--- src/rtl/led_ctrl_pkg.sv ---
// Shared definitions for the LED counter controller.
//   CMD_*   : command codes carried on cmd[1:0]
//   DEF_DIV : default prescaler period (one count step per second at 12 MHz)
//   ctrl_state_e : controller state encoding
package led_ctrl_pkg;

  localparam logic [1:0] CMD_START = 2'd0;
  localparam logic [1:0] CMD_STOP  = 2'd1;
  localparam logic [1:0] CMD_PAUSE = 2'd2;
  localparam logic [1:0] CMD_CLEAR = 2'd3;

  localparam int unsigned DEF_DIV = 12_000_000;

  typedef enum logic [1:0] {
    StIdle,
    StRun,
    StPause,
    StDone
  } ctrl_state_e;

endpackage

--- src/rtl/tick_gen.sv ---
// Prescaler: counts 0..DIV-1 while enabled and pulses tick on the DIV-1 cycle.
// Ports:
//   clk, rstn : clock, synchronous active-low reset
//   en        : advance the prescaler this cycle
//   clr       : synchronous clear (wins over en, suppresses tick)
//   tick      : combinational pulse, high while enabled at phase DIV-1
module tick_gen
  import led_ctrl_pkg::*;
#(
  parameter int unsigned DIV = DEF_DIV
) (
  input  logic clk,
  input  logic rstn,
  input  logic en,
  input  logic clr,
  output logic tick
);

  localparam int unsigned CW = (DIV > 1) ? $clog2(DIV) : 1;
  localparam logic [CW-1:0] Last = CW'(DIV - 1);

  logic [CW-1:0] cnt_q;

  always_ff @(posedge clk) begin
    if (!rstn || clr) begin
      cnt_q <= '0;
    end else if (en) begin
      cnt_q <= (cnt_q == Last) ? '0 : cnt_q + 1'b1;
    end
  end

  assign tick = en && !clr && (cnt_q == Last);

endmodule

--- src/rtl/led_counter_ctrl.sv ---
// Command-driven LED counter: IDLE/RUN/PAUSE/DONE state machine stepping an
// LW-bit up/down counter once per DIV clocks, with optional one-shot stop.
// Ports:
//   clk, rstn  : clock, synchronous active-low reset
//   cmd_valid  : command strobe, accepted when cmd_ready is high
//   cmd        : 0 START, 1 STOP, 2 PAUSE (toggle), 3 CLEAR
//   cmd_ready  : command can be accepted this cycle (low in reset and DONE)
//   up         : count direction, sampled on every tick
//   oneshot    : latched on START; stop at terminal value instead of wrapping
//   load_val   : start/clear value (only with LED_CTRL_LOAD_EN defined)
//   leds       : counter value
//   busy       : high in RUN or PAUSE
//   done       : one-cycle pulse when a one-shot run completes
// Build option: define LED_CTRL_LOAD_EN to add the load_val input.
module led_counter_ctrl
  import led_ctrl_pkg::*;
#(
  parameter int unsigned DIV = DEF_DIV,
  parameter int unsigned LW  = 5
) (
  input  logic          clk,
  input  logic          rstn,
  input  logic          cmd_valid,
  input  logic [1:0]    cmd,
  output logic          cmd_ready,
  input  logic          up,
  input  logic          oneshot,
`ifdef LED_CTRL_LOAD_EN
  input  logic [LW-1:0] load_val,
`endif
  output logic [LW-1:0] leds,
  output logic          busy,
  output logic          done
);

  ctrl_state_e   state_q;
  logic [LW-1:0] cnt_q;
  logic          oneshot_q;
  logic          busy_q;
  logic          done_q;
  logic          ready_q;

  logic          cmd_acc;
  logic [LW-1:0] start_val;
  logic [LW-1:0] clear_val;
  logic [LW-1:0] step_val;
  logic          at_term;
  logic          tick;
  logic          tick_en;
  logic          tick_clr;

  always_comb begin
    cmd_acc = cmd_valid && ready_q;
`ifdef LED_CTRL_LOAD_EN
    start_val = load_val;
    clear_val = load_val;
`else
    start_val = up ? '0 : '1;
    clear_val = '0;
`endif
    step_val = up ? cnt_q + 1'b1 : cnt_q - 1'b1;
    // Terminal is judged on the value the tick produces, so a run loaded at
    // the terminal value still has to come all the way around again.
    at_term  = up ? (step_val == '1) : (step_val == '0);
    tick_en  = (state_q == StRun);
    // Prescaler sits at 0 outside RUN/PAUSE; every command except PAUSE
    // restarts it, which also discards a coincident tick.
    tick_clr = !(state_q inside {StRun, StPause}) || (cmd_acc && (cmd != CMD_PAUSE));
  end

  tick_gen #(
    .DIV (DIV)
  ) u_tick_gen (
    .clk  (clk),
    .rstn (rstn),
    .en   (tick_en),
    .clr  (tick_clr),
    .tick (tick)
  );

  always_ff @(posedge clk) begin
    if (!rstn) begin
      state_q   <= StIdle;
      cnt_q     <= '0;
      oneshot_q <= 1'b0;
      busy_q    <= 1'b0;
      done_q    <= 1'b0;
      ready_q   <= 1'b0;
    end else begin
      done_q  <= 1'b0;
      ready_q <= 1'b1;
      unique case (state_q)
        StIdle: begin
          if (cmd_acc) begin
            if (cmd == CMD_START) begin
              state_q   <= StRun;
              cnt_q     <= start_val;
              oneshot_q <= oneshot;
              busy_q    <= 1'b1;
            end else if (cmd == CMD_CLEAR) begin
              cnt_q <= clear_val;
            end
          end
        end
        StRun, StPause: begin
          // An accepted command always takes priority over a tick.
          if (cmd_acc) begin
            unique case (cmd)
              CMD_START: begin
                state_q   <= StRun;
                cnt_q     <= start_val;
                oneshot_q <= oneshot;
                busy_q    <= 1'b1;
              end
              CMD_STOP: begin
                state_q <= StIdle;
                busy_q  <= 1'b0;
              end
              CMD_PAUSE: state_q <= (state_q == StRun) ? StPause : StRun;
              CMD_CLEAR: cnt_q <= clear_val;
              default: ;
            endcase
          end else if (tick) begin
            cnt_q <= step_val;
            if (oneshot_q && at_term) begin
              state_q <= StDone;
              busy_q  <= 1'b0;
              done_q  <= 1'b1;
              ready_q <= 1'b0;
            end
          end
        end
        StDone: state_q <= StIdle;
        default: state_q <= StIdle;
      endcase
    end
  end

  assign leds      = cnt_q;
  assign busy      = busy_q;
  assign done      = done_q;
  assign cmd_ready = ready_q;

endmodule

--- config.mk ---
export PLATFORM = sky130hd
export DESIGN_NAME = led_counter_ctrl
export DESIGN_NICKNAME = d
export VERILOG_FILES = /design/src/rtl/led_ctrl_pkg.sv /design/src/rtl/tick_gen.sv /design/src/rtl/led_counter_ctrl.sv
export SDC_FILE = /design/constraint.sdc
export NUM_CORES = 1
export LEC_CHECK = 0
export BUFFER_PORTS_ARGS = -buffer_cell sky130_fd_sc_hd__clkbuf_2
export CAP_MARGIN = 25
export CORE_MARGIN = 5
export CORE_UTILIZATION = 38
export CTS_BUF_LIST = sky130_fd_sc_hd__clkbuf_16
export DETAILED_ROUTE_END_ITERATION = 10
export SETUP_SLACK_MARGIN = 0.02
export SYNTH_ARGS = -nofsm -noshare
export SYNTH_HDL_FRONTEND = slang
export SYNTH_SLANG_ARGS = --single-unit
--- constraint.sdc ---
create_clock -name clk -period 2.95 [get_ports clk]
set_input_delay 0.4425 -clock clk [delete_from_list [all_inputs] [get_ports clk]]
set_output_delay 0.4425 -clock clk [all_outputs]
set_load 0.1 [all_outputs]
==> run summary, run 1 <==
count leader, synth: nor2_1
Post-Syn Instances: 238
crit-path cells: clkbuf_2 -> inv_1 -> ha_1 -> a21oi_1 -> a21oi_1 -> or4_4 -> a2111oi_4 -> or3_1 -> o2111ai_1
Worst Path Arrival: 2.72 ns
cts bufs inserted: 5
synthesized cell area: 2031 um2
largest net degree at the start of global routing: 25
post-synth top area cell: dfxtp_1
EDFF count, synth: 0
post-cts hold buffer count: 0
Critical Path Max Stage Delay: 0.57 ns
Synth Warn #: 0
VDD IR max: 0.2735 mV
TritonCTS clock tree: yes
WL per Instance: 12.60 um
combined buffer and inverter count along the critical path: 2
CTS H-tree depth: 2
HP Class: in2reg
Top FF cell, synth: dfxtp_1
total track usage: 0.1253
drt total wl: 4096 um
Final ANT Viol Nets: 0
clk slew on worst S/H paths: 0.05 ns
Register Area: 703.2 um2
Pwr Total: 1.727 mW
Vias/cell: 5.212
row cnt: 26
wire length of the first global-routing pass: 7445 um
vias in the first global route: 1640
worst path required time: 3.09 ns
Resize count post-CTS: 0
area of the multi-input gates: 1260 um2
syn_area_per_cell: 8.532 um2
Final HPWL DP: 3069 um
initial antenna violation count: 0
WS Path Type: in2reg
worst slew pin tran: 0.9920 ns
clk_lat worst skew: 0.27 ns
crit-path max FO: 7
delay-heaviest family, CP: compound AO/OA/AOI/OAI gates
Slowest-stage cell, CP: or4_4
relative slew slack: 0.3387
NumNets Final: 276
Critical Path Source Type: input port
Area Overhead vs Synth: 14.11%
pwr dens: 745.4 nW/um2
Async S/R FF share, synth: 0
final setup violation count: 0
crit-path most repeated cell: a21oi_1
Fill cells: 551
core area: 5140 um2
die width: 83.10 um
Post-Syn Nets: 260
full die area: 6906 um2
area share of the largest cell type after synthesis: 0.3450
I/O Pins: 15
worst clock skew: 0.006377 ns
RD Place Congestion: 0.7544
TNS Setup: 0 ns
Initial Utilization: 0.3951
Hold Violations, Final: 0
sequential share of the synthesized area: 0.3450
grt ovf: 0
# Post-CTS Setup Buffers: 0
Pleak: 0.8440 nW
DIE HEIGHT: 83.10 um
Yosys reg bits: 35
fin crit period: 2.584 ns
Worst Setup End Kind: flip-flop
Max Cap Viol: 0
1st-iter DRT viols: 84
Clock Root Buffer: clkbuf_16
f_max: 387.0 MHz
Pre-Repair DR Iteration Count: 4
fin crit share: 0.8760
residual DRC count: 0
Max Slew Vio Count: 0
CTS sink count: 35
Synth top cells by count: 36 x nor2_1, 35 x dfxtp_1, 18 x nand2_1, 14 x ha_1, 14 x inv_1
Vias: 1694
ratio of cells with drive above 1 in the final layout: 0.1216
clock buffer depth: 2
status: complete, no violations
largest cells by area after synthesis: dfxtp_1 35%, ha_1 8.6%, nor2_1 6.7%
RSZ-0062 raised after global routing: no
post-synth cell types: 44
# diodes: 0
I/O Buffers: 14
cell families after synthesis:
logic type	count (synthesis)	synth area share
buf+inv	20	0.03758
mux	3	0.01479
compound gates	36	0.1294
flops	35	0.3450
fa+ha+maj	15	0.09612
simple gates	104	0.2693
xor+xnor	25	0.1078
worst min-delay path: stages:
cell and delay, ns:
clkbuf_2 0.08, nand2_1 0.04, a21oi_1 0.05
cell usage in the layout, fill, tap and decap left out, types with 4 or more instances in the layout:
master     Yosys  routed
nor2_1        36      36
dfxtp_1       35      33
nand2_1       18      18
inv_1         14      15
ha_1          14      14
clkbuf_2       0      14
xnor2_1       13      13
xor2_1        12      12
nand3_1        9       9
a21oi_1        9       9
nand4_1        8       8
nor3_1         8       8
o21ai_0        7       7
nor4_1         5       5
clkbuf_16      0       5
nor4b_1        4       4
metal layers:
metal	vias to the layer above	global-route usage	routed length (um)
met5	-	0	0
met4	0	0.02675	49
met3	7	0.03069	179
met2	32	0.2048	1880
met1	784	0.1671	1987
li1	871	-	-
path summary, 6_finish.rpt:
path                                            from  slack [ns]                 endpoint  depth (start not counted)
worst max-delay path                              up        0.37  state_q[0]$_SDFFE_PN0P_                          9
worst min-delay path                         oneshot        0.39   oneshot_q$_SDFFE_PN0P_                          3
worst max register to register  leds[2]$_SDFFE_PN0P_        0.49  state_q[0]$_SDFFE_PN0P_                          7
worst min register to register  leds[1]$_SDFFE_PN0P_        0.48     leds[1]$_SDFFE_PN0P_                          2
state kept, by name (all words and copies together) (netlist names):
name,count
u_tick_gen.cnt_q,24
busy,1
oneshot_q,1
state_q,2
leds,5
cmd_ready,1
done,1
report_power, final:
part | internal [mW] | total (mW) | leakage (nW) | switching (mW)
logic | 0.187 | 0.681 | 0.490 | 0.494
clock network | 0.303 | 0.488 | 0.0701 | 0.185
registers | 0.514 | 0.558 | 0.284 | 0.0443
area by class of cell:
cell class | count | area share
Tap cell | 70 | 0.03780
Sequential cell | 35 | 0.3035
Timing Repair Buffer | 15 | 0.03348
Clock inverter | 3 | 0.004860
Multi-Input combinational cell | 183 | 0.5437
Inverter | 14 | 0.02268
Clock buffer | 5 | 0.05400
metrics by stage:
stage               worst slack (ns)    util  instance area, um2  cells  hold slack (ns)
floorplan                     0.1328       -                2033    238           0.4543
global placement              0.1762  0.4243                2181    317           0.4706
detailed placement           0.09756  0.4243                2181    317           0.4782
CTS                           0.3706  0.4508                2317    325           0.3907
global route                  0.2400  0.4508                2317    325           0.3988
finish                        0.3659  0.4508                2317    325           0.3898
(Power assumes the default switching activity.)
==> run 2: changes to the inputs <==
Settings changed: CORE_ASPECT_RATIO from default to 0.5.
==> run 2 against run 1 <==
Effect of this change:
- cell area decreased by 0.27%
- total power shrank 1.4%
- clock power fell by 2%
- sequential power about the same
- via count down 1.2%
- non-clock buffer count grew 1
- wire length down 2.0%
- utilization is 0.73 points higher
- cell count decreased by 0.31%
- die area grew 1.3%
- register-to-register slack hardly changed
- clock skew is 0.0028 ns lower
==> run summary, run 2 (synthesis gave the netlist of run 1 again) <==
row cnt: 18 (-31%)
die width: 113.4 um (+36%)
WL per Instance: 12.40 um (-1.7%)
RD Place Congestion: 0.7957 (+5.5%)
combined buffer and inverter count along the critical path: 2 (unchanged)
VDD IR max: 0.4945 mV (+81%)
DIE HEIGHT: 61.69 um (-26%)
Initial Utilization: 0.4025 (+0.007447)
crit-path most repeated cell: a21oi_1
Endpoint, Worst Hold: oneshot_q$_SDFFE_PN0P_
f_max: 384.9 MHz (-0.54%)
CTS H-tree depth: 2 (unchanged)
1st-iter DRT viols: 112 (+33%)
wire length of the first global-routing pass: 7079 um (-4.9%)
Biggest register: u_tick_gen.cnt_q
R2R cell count: 7 (unchanged)
# Post-CTS Setup Buffers: 0 (unchanged)
delay-heaviest family, CP: compound AO/OA/AOI/OAI gates
Fill cells: 495 (-10%)
hold path depth: 3 (unchanged)
r2r startpoint: leds[2]$_SDFFE_PN0P_
cts bufs inserted: 5 (unchanged)
final setup violation count: 0 (unchanged)
clock buffer depth: 2 (unchanged)
Slowest-stage cell, CP: or4_4
hold_ws: 0.3990 ns (+0.009157 ns)
largest net degree at the start of global routing: 25 (unchanged)
HP Class: in2reg
residual DRC count: 0 (unchanged)
crit-path cells: clkbuf_2 -> inv_1 -> ha_1 -> a21oi_1 -> a21oi_1 -> or4_4 -> a2111oi_4 -> or3_1 -> o2111ai_1
Area after DPL: 2182 um2 (about the same)
grt ovf: 0 (unchanged)
relative slew slack: 0.6383 (+0.2996)
fin crit share: 0.8807 (+0.004752)
TritonCTS clock tree: yes
Max Slew Vio Count: 0 (unchanged)
status: complete, no violations
Clock Root Buffer: clkbuf_16
fin area: 2311 um2 (-0.27%)
worst setup margin: 0.3519 ns (-0.01402 ns)
Final ANT Viol Nets: 0 (unchanged)
Layout Utilization: 0.4581 (+0.007257)
RSZ-0062 raised after global routing: no
fin crit period: 2.598 ns (+0.01402 ns)
flop2flop setup slack: 0.48 ns (about the same)
Pre-Repair DR Iteration Count: 5 (+1)
Final HPWL DP: 3086 um (+0.54%)
commonest non-fill, non-tap cell in the layout: nor2_1
drt total wl: 4016 um (-2.0%)
NumNets Final: 277 (+0.36%)
ratio of cells with drive above 1 in the final layout: 0.1220 (+0.0004786)
TNS Setup: 0 ns (unchanged)
Hold Violations, Final: 0 (unchanged)
total track usage: 0.1284 (+0.003101)
worst slew pin tran: 0.5448 ns (-0.4472 ns)
worst clock skew: 0.003552 ns (-0.002825 ns)
crit-path max FO: 7 (unchanged)
CP Depth: 9 (unchanged)
post-cts hold buffer count: 0 (unchanged)
Critical Path Source Type: input port
Pleak: 0.8445 nW (about the same)
full die area: 6994 um2 (+1.3%)
Max Cap Viol: 0 (unchanged)
I/O Buffers: 14 (unchanged)
WS Path Type: in2reg
Worst Path Arrival: 2.74 ns (+0.02 ns)
Vias/cell: 5.167 (-0.88%)
initial antenna violation count: 0 (unchanged)
Area Overhead vs Synth: 13.80%
Pwr Total: 1.703 mW (-1.4%)
worst path required time: 3.09 ns (about the same)
clk slew on worst S/H paths: 0.05 ns (about the same)
Critical Path Max Stage Delay: 0.57 ns (about the same)
clk_lat worst skew: 0.27 ns (about the same)
# diodes: 0 (unchanged)
I/O Pins: 15 (unchanged)
Vias: 1674 (-1.2%)
pre-CTS setup slack: 0.09843 ns (+0.0008706 ns)
most frequent cells in the layout: 36 x nor2_1, 33 x dfxtp_1, 18 x nand2_1
CTS sink count: 35 (unchanged)
dpl cells: 318 (+0.32%)
vias in the first global route: 1554 (-5.2%)
Resize count post-CTS: 0 (unchanged)
hold_sp: oneshot
non-filler cells, final: 324 (-0.31%)
core area: 5045 um2 (-1.9%)
pwr dens: 736.9 nW/um2 (-1.1%)
Largest register FFs: 24 (unchanged)
Worst Setup End Kind: flip-flop
worst r2r dst: state_q[0]$_SDFFE_PN0P_
-- run 2: worst max path at each step --
| stage | startpoint | end | slack, ns |
|---|---|---|---|
| floorplan | leds[3]$_SDFFE_PN0P_ | state_q[0]$_SDFFE_PN0P_ | 0.13 |
| global placement | up | state_q[0]$_SDFFE_PN0P_ | 0.20 |
| detailed placement | up | state_q[0]$_SDFFE_PN0P_ | 0.1 |
| CTS | up | state_q[0]$_SDFFE_PN0P_ | 0.38 |
| global route | up | state_q[0]$_SDFFE_PN0P_ | 0.17 |
| finish | up | state_q[0]$_SDFFE_PN0P_ | 0.35 |
-- run 2: worst min-delay path: cells and delay by family --
| kind | cells | cell delay (ns) |
|---|---|---|
| buf+inv | 1 | 0.08 |
| simple gates | 1 | 0.05 |
| compound gates | 1 | 0.06 |
-- run 2: layout make-up --
class	instances	area, um2	share of cell area
multi-input combinational	183	1254	0.5425
sequential	35	703.2	0.3043
clock buffer	5	125.1	0.05414
tap	70	87.58	0.03790
timing repair buffer	16	85.08	0.03682
inverter	14	52.55	0.02274
clock inverter	1	3.754	0.001624
-- run 2: report_power, final --
part,internal (mW),switching [mW],total (mW)
Clock,0.299,0.177,0.476
Sequential,0.514,0.0429,0.557
Combinational,0.188,0.481,0.669
-- run 2: layer usage --
layer  wire, um  part of all wire  up-vias  global-route usage
li1           -                 -      875                   -
met1       2048              0.51      767              0.1671
met2       1729              0.43       27              0.2079
met3        185             0.046        5             0.03578
met4         52             0.013        0             0.05137
met5          0                 0        -                   0
==> run 3: changes to the inputs <==
Settings changed: PLACE_DENSITY from default to 0.62.
==> run 3 against run 2 <==
Effect of this change:
- critical endpoint unchanged
- clock skew increased by 0.0012 ns
- die area unchanged
- cell count grew 0.31%
- utilization rose by 0.099 points
- setup slack worse by 0.060 ns
- total power up 1.5%
- clock power increased by 3%
- first-iteration DRC count is 24% lower
- sequential share of layout area shrank 0.066 points
==> run summary, run 3 (synthesis gave the netlist of run 1 again) <==
TNS Setup: 0 ns (unchanged)
clk_lat worst skew: 0.28 ns (about the same)
WS Path Type: in2reg
hold path depth: 3 (unchanged)
initial antenna violation count: 0 (unchanged)
Final ANT Viol Nets: 0 (unchanged)
Worst Path Arrival: 2.80 ns (+0.06 ns)
fin area: 2316 um2 (+0.22%)
relative slew slack: 0.6384 (about the same)
1st-iter DRT viols: 85 (-24%)
clock buffer depth: 2 (unchanged)
total track usage: 0.1361 (+0.007615)
worst slew pin tran: 0.5446 ns (-0.0001913 ns)
DIE HEIGHT: 61.69 um (unchanged)
HP Class: in2reg
fin crit period: 2.658 ns (+0.05968 ns)
Area after DPL: 2182 um2 (unchanged)
Largest register FFs: 24 (unchanged)
I/O Pins: 15 (unchanged)
clock share of power: 0.284 (+0.004)
I/O Buffers: 14 (unchanged)
Pleak: 0.8447 nW (about the same)
internal power: 1.006 mW (+0.44%)
core area: 5045 um2 (unchanged)
residual DRC count: 0 (unchanged)
Vias: 1707 (+2.0%)
Clock Root Buffer: clkbuf_16
Pwr Total: 1.728 mW (+1.5%)
grt ovf: 0 (unchanged)
status: complete, no violations
switching part of the total power: 0.4178 (+0.006042)
VDD IR max: 0.4164 mV (-16%)
Max Cap Viol: 0 (unchanged)
ratio of cells with drive above 1 in the final layout: 0.1255 (+0.003443)
post-cts hold buffer count: 0 (unchanged)
die width: 113.4 um (unchanged)
worst clock skew: 0.004777 ns (+0.001225 ns)
Layout Utilization: 0.4591 (+0.0009920)
Area Overhead vs Synth: 14.05%
full die area: 6994 um2 (unchanged)
clk slew on worst S/H paths: 0.05 ns (about the same)
WL per Instance: 12.62 um (+1.8%)
drt total wl: 4101 um (+2.1%)
Reg power frac: 0.323 (-0.004)
Final HPWL DP: 2984 um (-3.3%)
worst path required time: 3.09 ns (about the same)
row cnt: 18 (unchanged)
switching power: 0.7220 mW (+3.0%)
largest net degree at the start of global routing: 25 (unchanged)
# Post-CTS Setup Buffers: 0 (unchanged)
TritonCTS clock tree: yes
Critical Path Source Type: input port
CTS H-tree depth: 2 (unchanged)
RD Place Congestion: 0.7919 (-0.48%)
Hold Violations, Final: 0 (unchanged)
combinational power share: 0.393 (about the same)
Initial Utilization: 0.4025 (unchanged)
Worst Setup End Kind: flip-flop
commonest non-fill, non-tap cell in the layout: nor2_1
# diodes: 0 (unchanged)
vias in the first global route: 1700 (+9.4%)
Vias/cell: 5.252 (+1.7%)
wire length of the first global-routing pass: 7541 um (+6.5%)
Biggest register: u_tick_gen.cnt_q
NumNets Final: 277 (unchanged)
most frequent cells in the layout: 36 x nor2_1, 33 x dfxtp_1, 18 x nand2_1
fin crit share: 0.9009 (+0.02023)
RSZ-0062 raised after global routing: no
cts bufs inserted: 5 (unchanged)
crit-path max FO: 7 (unchanged)
Max Slew Vio Count: 0 (unchanged)
CTS sink count: 35 (unchanged)
pwr dens: 746.1 nW/um2 (+1.3%)
Resize count post-CTS: 0 (unchanged)
f_max: 376.3 MHz (-2.2%)
R2R cell count: 7 (unchanged)
Pre-Repair DR Iteration Count: 4 (-1)
final setup violation count: 0 (unchanged)
## run 3: changes by cell type in the layout (fill, tap and decap cells not counted)
cell      change
clkinv_1      +1
clkinv_2      +1
inv_1         -1
## run 3: path summary, 6_finish.rpt
check                                 end            startpoint  slack [ns]
setup / recovery  state_q[0]$_SDFFE_PN0P_                    up        0.29
hold / removal     oneshot_q$_SDFFE_PN0P_               oneshot        0.40
setup reg to reg  state_q[0]$_SDFFE_PN0P_  leds[2]$_SDFFE_PN0P_        0.42
hold reg to reg      leds[1]$_SDFFE_PN0P_  leds[1]$_SDFFE_PN0P_        0.49
## run 3: power by group through the flow
stage	logic [mW]	registers (mW)	clock network, mW
4_1_cts	0.679	0.559	0.506
5_1_grt	0.747	0.567	0.522
3_5_place_dp	0.676	0.569	0
6_report	0.678	0.559	0.491
2_1_floorplan	0.356	0.766	0
3_3_place_gp	0.666	0.567	0
## run 3: per-stage QoR
stage               hold slack [ns]  setup WS, ns  std cells
floorplan                    0.4543        0.1328        238
finish                       0.3962        0.2923        325
global route                 0.4249        0.1362        325
detailed placement           0.4799       0.04377        318
global placement             0.4740        0.1994        318
CTS                          0.3958        0.3279        325
## run 3: layout make-up
| cell class | instances | area, um2 |
|---|---|---|
| Clock buffer | 5 | 125.1 |
| Timing Repair Buffer | 16 | 85.08 |
| Sequential cell | 35 | 703.2 |
| Clock inverter | 2 | 8.758 |
| Inverter | 14 | 52.55 |
| Fill cell | 490 | 2729 |
| Multi-Input combinational cell | 183 | 1254 |
| Tap cell | 70 | 87.58 |
## run 3: worst max-delay path, cell delays in order
cell,delay [ns]
clkbuf_2,0.10
inv_1,0.19
ha_1,0.33
a21oi_1,0.22
a21oi_1,0.14
or4_4,0.57
a2111oi_4,0.50
or3_1,0.18
o2111ai_1,0.11
## run 3: per-layer routing
metal	up-vias	wire [um]	global-route usage
met2	22	1843	0.2239
met5	-	0	0
met3	4	158	0.03772
met4	0	39	0.06336
met1	802	2060	0.1714
li1	879	-	-
